## src/rtl/shift_unit.sv

```systemverilog
// Multi-cycle iterative shifter (SLL/SRL/SRA) with valid/ready handshakes feeding the ALU operand-B path.
// Define SHIFT_UNIT_BARREL_EN to replace the iterative datapath with a single-cycle barrel shift at accept.
module shift_unit #(
  parameter int unsigned WIDTH   = 32,
  parameter int unsigned SHAMT_W = 5,
  parameter int unsigned COARSE  = 8
) (
  input  logic               clk,
  input  logic               rst_n,
  input  logic               flush,
  input  logic               valid_in,
  output logic               ready_out,
  input  logic [3:0]         control,
  input  logic [WIDTH-1:0]   data_in,
  input  logic [SHAMT_W-1:0] shamt_in,
  output logic               valid_out,
  input  logic               ready_in,
  output logic [WIDTH-1:0]   result
);

  localparam int unsigned AMT_W = SHAMT_W + 1;
  localparam logic [AMT_W-1:0] COARSE_AMT = AMT_W'(COARSE);
  localparam logic [AMT_W-1:0] ONE_AMT    = AMT_W'(1);
  localparam logic [3:0] CTRL_SLL = 4'b0010;
  localparam logic [3:0] CTRL_SRL = 4'b1010;
  localparam logic [3:0] CTRL_SRA = 4'b1011;

  typedef enum logic [1:0] {ST_IDLE, ST_SHIFT, ST_DONE} state_e;
  typedef enum logic [1:0] {OP_SLL, OP_SRL, OP_SRA} op_e;

  state_e               state_q, state_d;
  op_e                  op_q, op_d;
  logic                 sign_q, sign_d;
  logic                 valid_q, valid_d;
  logic [WIDTH-1:0]     result_q, result_d;
  logic [SHAMT_W-1:0]   count_q, count_d;

  op_e                  op_in;
  logic                 is_shift;
  logic                 step_coarse;
  logic [WIDTH-1:0]     shift_coarse;
  logic [WIDTH-1:0]     shift_one;
  logic [SHAMT_W-1:0]   count_step;

  // Arithmetic shifts take the fill from the sign latched at accept, not from the working value.
  function automatic logic [WIDTH-1:0] shift_by(input op_e op, input logic sign,
                                                input logic [WIDTH-1:0] val,
                                                input logic [AMT_W-1:0] amt);
    logic signed [WIDTH:0] ext;
    ext = {sign, val};
    case (op)
      OP_SLL:  shift_by = val << amt;
      OP_SRL:  shift_by = val >> amt;
      default: shift_by = WIDTH'(ext >>> amt);
    endcase
  endfunction

  always_comb begin
    op_in    = OP_SLL;
    is_shift = 1'b1;
    case (control)
      CTRL_SLL: op_in = OP_SLL;
      CTRL_SRL: op_in = OP_SRL;
      CTRL_SRA: op_in = OP_SRA;
      default:  is_shift = 1'b0;
    endcase
  end

  // Only two fixed step sizes exist, so the iterative datapath is a pair of constant shifts and a mux.
  assign step_coarse  = {1'b0, count_q} >= COARSE_AMT;
  assign shift_coarse = shift_by(op_q, sign_q, result_q, COARSE_AMT);
  assign shift_one    = shift_by(op_q, sign_q, result_q, ONE_AMT);
  assign count_step   = step_coarse ? (count_q - SHAMT_W'(COARSE)) : (count_q - SHAMT_W'(1));

  always_comb begin
    state_d  = state_q;
    op_d     = op_q;
    sign_d   = sign_q;
    valid_d  = valid_q;
    result_d = result_q;
    count_d  = count_q;
    if (flush) begin
      state_d = ST_IDLE;
      valid_d = 1'b0;
      count_d = '0;
    end else begin
      case (state_q)
        ST_IDLE: begin
          valid_d = 1'b0;
          if (valid_in) begin
            op_d     = op_in;
            sign_d   = data_in[WIDTH-1];
            result_d = data_in;
`ifdef SHIFT_UNIT_BARREL_EN
            if (is_shift) result_d = shift_by(op_in, data_in[WIDTH-1], data_in, {1'b0, shamt_in});
            state_d = ST_DONE;
`else
            if (is_shift && (shamt_in != '0)) begin
              state_d = ST_SHIFT;
              count_d = shamt_in;
            end else begin
              state_d = ST_DONE;
            end
`endif
          end
        end
        ST_SHIFT: begin
          result_d = step_coarse ? shift_coarse : shift_one;
          count_d  = count_step;
          if (count_step == '0) begin
            state_d = ST_DONE;
            valid_d = 1'b1;
          end
        end
        ST_DONE: begin
          // Immediate results spend one cycle here before valid rises, giving a one-edge minimum latency.
          if (valid_q && ready_in) begin
            state_d = ST_IDLE;
            valid_d = 1'b0;
          end else begin
            valid_d = 1'b1;
          end
        end
        default: begin
          state_d = ST_IDLE;
          valid_d = 1'b0;
        end
      endcase
    end
  end

  always_ff @(posedge clk or negedge rst_n) begin
    if (!rst_n) begin
      state_q  <= ST_IDLE;
      op_q     <= OP_SLL;
      sign_q   <= 1'b0;
      valid_q  <= 1'b0;
      result_q <= '0;
      count_q  <= '0;
    end else begin
      state_q  <= state_d;
      op_q     <= op_d;
      sign_q   <= sign_d;
      valid_q  <= valid_d;
      result_q <= result_d;
      count_q  <= count_d;
    end
  end

  assign ready_out = rst_n && (state_q == ST_IDLE);
  assign valid_out = valid_q;
  assign result    = result_q;

endmodule

```

## config.mk

```make
export PLATFORM = sky130hd
export DESIGN_NAME = shift_unit
export DESIGN_NICKNAME = d
export VERILOG_FILES = /design/src/rtl/shift_unit.sv
export SDC_FILE = /design/constraint.sdc
export NUM_CORES = 1
export LEC_CHECK = 0
export CORE_UTILIZATION = 44
export DETAILED_ROUTE_END_ITERATION = 6
export GPL_TIMING_DRIVEN = 0
export PLACE_DENSITY = 0.76
export SKIP_CTS_REPAIR_TIMING = 1
export SLEW_MARGIN = 20
export SYNTH_ARGS = -nofsm -noshare
export SYNTH_HDL_FRONTEND = slang
export SYNTH_SLANG_ARGS = --single-unit
```

## constraint.sdc

```tcl
create_clock -name clk -period 1.93 [get_ports clk]
set_input_delay 0.386 -clock clk [delete_from_list [all_inputs] [get_ports clk]]
set_output_delay 0.386 -clock clk [all_outputs]
set_load 0.005 [all_outputs]
```

==> impl_metrics.csv, run 1 <==
group,metric,value,unit
status,outcome,"complete, but fails checks",
status,failed_checks,"DRC, setup timing",
place,place_congestion,0.861,
global_routing,grt_pass1_wl,14900,um
cts,cts-root-buf,"clkbuf_8",
cells_and_area,register_area,1080,um^2
worst_setup_path,crit_required,2.10,ns
die,die_x,84.8,um
synth,synth_warnings,0,
cells_and_area,drive_gt1_frac,0.273,
place,port_buffers,79,
routing,ant_nets,0,
cells_and_area,insertedDiodeCount,0,
timing,finalHoldViolations,0,
cts,path_clk_slew,0.10,ns
worst_setup_path,r2r-start,"count_q[1]",
timing,fin_worst_skew,0.0130,ns
worst_setup_path,critical_path.startpoint,"count_q[1]",
place,place_hpwl,6610,um
timing,grt_setup_unrepaired,"yes",
worst_setup_path,crit_path_cell_trace,"inv_2, ha_4, nand4bb_4, and2_4, buf_12, mux4_2, mux2i_1, o21ai_1",
synth,synth_nets,361,
synth,synthFlopType,"dfrtp_1",
routing,dr.pass1.iters,7,
worst_setup_path,critical_path.top_delay_family,"multiplexers",
global_routing,grt-ovfl-total,0,
routing,via_per_inst,6.27,
pwr,fin_total_pwr,0.00433,W
cells_and_area,multi_input_area,2000,um^2
timing,finalMaxSlewViolations,0,
routing,via_count,3061,
global_routing,grt_max_degree,30,
timing,postLayoutSetupSlackWorst,-0.118,ns
global_routing,antenna_found_initial,0,
cts,htreeDepth,2,
synth,synth_area,3020,um^2
die,core_area,6490,um^2
synth,netlist-cell-type-count,47,
timing,finalCritPeriodShare,1.06,
die,initial_core_util,0.464,
worst_setup_path,path_max_fanout,5,
worst_setup_path,slowest_delay,0.50,ns
cts,numCtsBuffers,5,
cells_and_area,fin_nets,462,
die,std_cell_rows,29,
timing,setup_viol,30,
timing,finalHoldWorstSlack,0.0743,ns
die,die_area,7190,um^2
synth,synth_seq_cells,43,
routing,wirelength,10100,um
worst_setup_path,arrival,2.22,ns
cells_and_area,area_growth,47.4,%
worst_setup_path,cp_slowest_cell,"mux4_2",
cts,cts_tree,"done",
worst_setup_path,cp-start-kind,"register",
worst_setup_path,crit_path_end_kind,"register",
die,die_h,84.8,um
synth,synth_edf_count,0,
cts,clock_path_buffers,2,
flow_run,max-cap-violations,0,
synth,synthCells,309,
pwr,powerDensity,973,nW/um^2
timing,relSlewSlack,0.546,
worst_setup_path,crit_buf_inv,2,
global_routing,grt_pass1_vias,2958,
cts,cts_sinks,43,
pwr,ir_drop,0.000469,V
min_path,hp-class,"in -> async",
timing,worst_pin_slew,0.679,ns
die,pin_count,80,
cts,clk_latency,0.31,ns
synth,async_reset_ff_frac,1.00,
synth,syn_area_per_cell,9.76,um^2
global_routing,grt_usage,0.265,
routing,drc,5,
cells_and_area,fillers,492,
timing,fin_crit,2.05,ns
worst_setup_path,path_class,"reg -> reg",
pwr,p_leak,1.77,nW
routing,wl_per_cell,20.6,um
timing,final.setup.tns,-1.92,ns
timing,max_freq,488,MHz
synth,ys_seq_area_frac,0.357,
routing,first_iter_violations,270,
==> where the power goes <==
part           total (W)  switching, W  internal, W
registers        0.00155      0.000410      0.00114
logic            0.00201      0.000796      0.00121
clock network   0.000773      0.000347     0.000426
==> placed cells by master, fill, tap and decap left out, types with 3 or more instances in the layout <==
cell type,n
a21oi_1,11
a221oi_1,6
a221oi_2,10
a311oi_1,3
buf_12,3
buf_4,12
clkbuf_1,6
clkbuf_2,6
clkbuf_4,4
clkbuf_8,6
clkdlybuf4s50_1,75
dfrtp_1,41
dlymetal6s2s_1,3
ha_4,3
inv_1,3
inv_2,6
mux2_2,15
mux2i_1,16
mux4_2,16
nand2_1,40
nand3_1,3
nor2_1,11
nor2_2,3
nor2b_1,4
nor3_1,9
o21ai_0,21
o21ai_1,20
==> worst paths after layout <==
check	end	slack, ns	depth (start not counted)
worst max-delay path	result[8]	-0.12	8
worst min-delay path	result[11]	0.07	2
worst max register to register	result[8]	-0.12	8
worst min register to register	sign_q	0.51	1
max in group asynchronous	result[15]	0.73	2
min in group clk	sign_q	0.51	1
==> kinds of logic (layout without fill, tap and decap cells) <==
logic type | after synthesis | in the layout | synth area share
flops | 43 | 43 | 0.357
buf+inv | 31 | 133 | 0.0469
xor+xnor | 1 | 1 | 0.00290
fa+ha+maj | 6 | 6 | 0.0249
compound gates | 94 | 94 | 0.204
simple gates | 86 | 86 | 0.132
mux | 48 | 48 | 0.232
==> flip-flops by register name, indices dropped and copies added, names as in the netlist <==
register / flops
count_q: 5
valid_out: 1
state_q: 2
op_q: 2
sign_q: 1
result: 32
==> per-layer routing <==
metal  GRT usage  share of wire
met1       0.352           0.40
met4      0.0755          0.024
met2       0.442           0.49
met3      0.0531          0.086
met5           0              0
==> synthesized netlist by cell type (all sizes together), types with 9 or more instances <==
| master | number | area [um^2] |
|---|---|---|
| mux2i | 16 | 160 |
| nor3 | 9 | 45.0 |
| a221oi | 17 | 161 |
| clkbuf | 15 | 56.3 |
| o21ai | 42 | 210 |
| inv | 9 | 33.8 |
| nand2 | 42 | 158 |
| mux4 | 16 | 360 |
| mux2 | 16 | 180 |
| nor2 | 14 | 52.6 |
| dfrtp | 43 | 1080 |
| a21oi | 13 | 65.1 |
==> final cells by class <==
cell class / instances / share of cell area
Clock buffer: 6 / 0.0186
Sequential cell: 43 / 0.242
Buffer: 22 / 0.0354
Clock inverter: 2 / 0.00872
Timing Repair Buffer: 94 / 0.215
Tap cell: 77 / 0.0217
Inverter: 9 / 0.00759
Multi-Input combinational cell: 235 / 0.450
==> through the flow <==
stage | util | setup slack (ns) | instances | cell area [um^2]
2_1_floorplan | - | 0.0107 | 309 | 3030
3_3_place_gp | 0.603 | -1.56 | 465 | 3910
3_5_place_dp | 0.605 | -0.689 | 466 | 3930
4_1_cts | 0.624 | -0.634 | 474 | 4050
5_1_grt | 0.685 | -0.201 | 488 | 4450
6_report | 0.685 | -0.118 | 488 | 4450
Note: power is estimated with default switching activity, not from simulation.
==> run 2, diff against run 1 <==
Settings changed: HOLD_SLACK_MARGIN set to 0.06, MAX_ROUTING_LAYER set to met4, SKIP_CTS_REPAIR_TIMING 1 to unset.
==> impl_metrics.csv, run 2 (synthesized netlist as in run 1, its figures left out) <==
group,metric,value,unit
status,outcome,"complete, but fails checks",
status,failed_checks,"DRC, setup timing",
cts,numCtsBuffers,5,
die,die_h,84.8,um
timing,finalMaxSlewViolations,0,
global_routing,grt_max_degree,29,
die,std_cell_rows,29,
pwr,ir_drop,0.000491,V
cells_and_area,area_growth,49.9,%
cells_and_area,largest_reg_flops,32,
worst_setup_path,arrival,2.23,ns
cts,clock_path_buffers,2,
timing,fin_crit,2.05,ns
routing,dr.pass1.iters,7,
place,place_congestion,0.875,
die,pin_count,80,
place,post-place-cells,466,
timing,fin_worst_skew,0.00942,ns
worst_setup_path,path_max_fanout,5,
worst_setup_path,critical_path.startpoint,"count_q[0]",
timing,worst_pin_slew,0.682,ns
pwr,p_leak,1.79,nW
pwr,sequentialPowerShare,0.354,
cells_and_area,layout_commonest_cell,"clkdlybuf4s50_1",
routing,wl_per_cell,19.8,um
timing,finalHoldViolations,0,
timing,finalCritPeriodShare,1.06,
flow_run,max-cap-violations,0,
worst_setup_path,crit_required,2.11,ns
timing,relSlewSlack,0.544,
pwr,netSwitchingPower,0.00157,W
global_routing,grt_pass1_vias,3059,
routing,drc,5,
worst_setup_path,r2r_slack,-0.12,ns
cts,cts_tree,"done",
cells_and_area,post-route-util,0.696,
timing,max_freq,488,MHz
timing,grt_setup_unrepaired,"yes",
timing,postLayoutSetupSlackWorst,-0.121,ns
cts,htreeDepth,2,
die,die_area,7190,um^2
worst_setup_path,cp-start-kind,"register",
worst_setup_path,crit_path_end_kind,"register",
cts,cts_sinks,43,
cells_and_area,insertedDiodeCount,0,
pwr,swShare,0.357,
place,place_hpwl,6610,um
cells_and_area,drive_gt1_frac,0.292,
cells_and_area,fin_nets,472,
routing,first_iter_violations,276,
die,core_area,6490,um^2
pwr,p_int,0.00282,W
cts,cts-root-buf,"clkbuf_8",
routing,ant_nets,0,
global_routing,grt-ovfl-total,0,
routing,via_count,3111,
global_routing,antenna_found_initial,0,
place,port_buffers,79,
routing,wirelength,9850,um
cts,clk_latency,0.31,ns
cts,path_clk_slew,0.09,ns
pwr,power_frac_comb,0.471,
timing,setup_viol,12,
worst_setup_path,r2r-start,"count_q[0]",
min_path,hp-class,"in -> async",
routing,via_per_inst,6.25,
pwr,p_clk_frac,0.175,
global_routing,grt_pass1_wl,15600,um
worst_setup_path,path_class,"reg -> reg",
cells_and_area,fin_cells,498,
global_routing,grt_usage,0.286,
die,initial_core_util,0.464,
die,die_x,84.8,um
pwr,powerDensity,971,nW/um^2
cells_and_area,final_cell_mix,"77 x clkdlybuf4s50_1, 42 x dfrtp_1, 40 x nand2_1, 27 x o21ai_1, 23 x buf_4",
run 2: layer usage:
layer  global-route usage  vias up  part of all wire
met5                    -        -                 0
met4                0.100        0             0.023
met3               0.0501       22             0.071
met2                0.458      166              0.49
met1                0.366     1532              0.42
li1                     -     1391                 -
run 2: path summary, 6_finish.rpt:
| check | cells past startpoint | to |
|---|---|---|
| setup / recovery | 8 | result[12] |
| hold / removal | 3 | valid_out |
| setup reg to reg | 8 | result[12] |
| hold reg to reg | 1 | sign_q |
| max in group asynchronous | 2 | result[15] |
| min in group clk | 1 | sign_q |
run 2: area by class of cell:
type                    instances  area, um^2
clock inverters                 2        38.8
inverters                       9        33.8
multi-input cells             235        2010
plain buffers                  22         161
repair buffers                104        1020
well taps                      77        96.3
flip-flops and latches         43        1080
fillers                       477        1970
clock buffers                   6        82.6
run 2: worst max-delay path: stages, from the launching register on:
cell	delay (ns)
dfrtp_1	0.38
inv_2	0.07
ha_4	0.17
nand4bb_4	0.10
and2_4	0.23
clkbuf_16	0.17
mux4_2	0.51
mux2i_1	0.21
o21ai_1	0.09
run 2: timing repair:
item	CTS	global route
hold endpoints to repair	15	0
buffers inserted	11	10
gates resized for setup	45	43
endpoints found under the setup margin	40	39
pin swaps	8	12
gates cloned	0	1
hold buffers	2	0
run 2: metrics by stage:
stage	hold slack (ns)	instance area, um^2	power [W]	setup WS (ns)	TNS [ns]
after floorplan	0.0904	3030	0.00242	0.0107	0
after global placement	0.489	3910	0.00324	-1.56	-47.42
after detailed placement	0.324	3930	0.00329	-0.689	-14.31
after CTS	0.0899	4330	0.00418	-0.0156	-0.0314
after global routing	0.0984	4520	0.00460	-0.172	-2.57
final	0.0863	4520	0.00439	-0.121	-0.501
run 2: power groups by stage:
stage | logic [W] | clock network [W] | registers (W)
after detailed placement | 0.00175 | 0 | 0.00154
after CTS | 0.00189 | 0.000772 | 0.00152
after floorplan | 0.00100 | 0 | 0.00141
after global placement | 0.00172 | 0 | 0.00153
after global routing | 0.00221 | 0.000807 | 0.00158
final | 0.00207 | 0.000767 | 0.00156
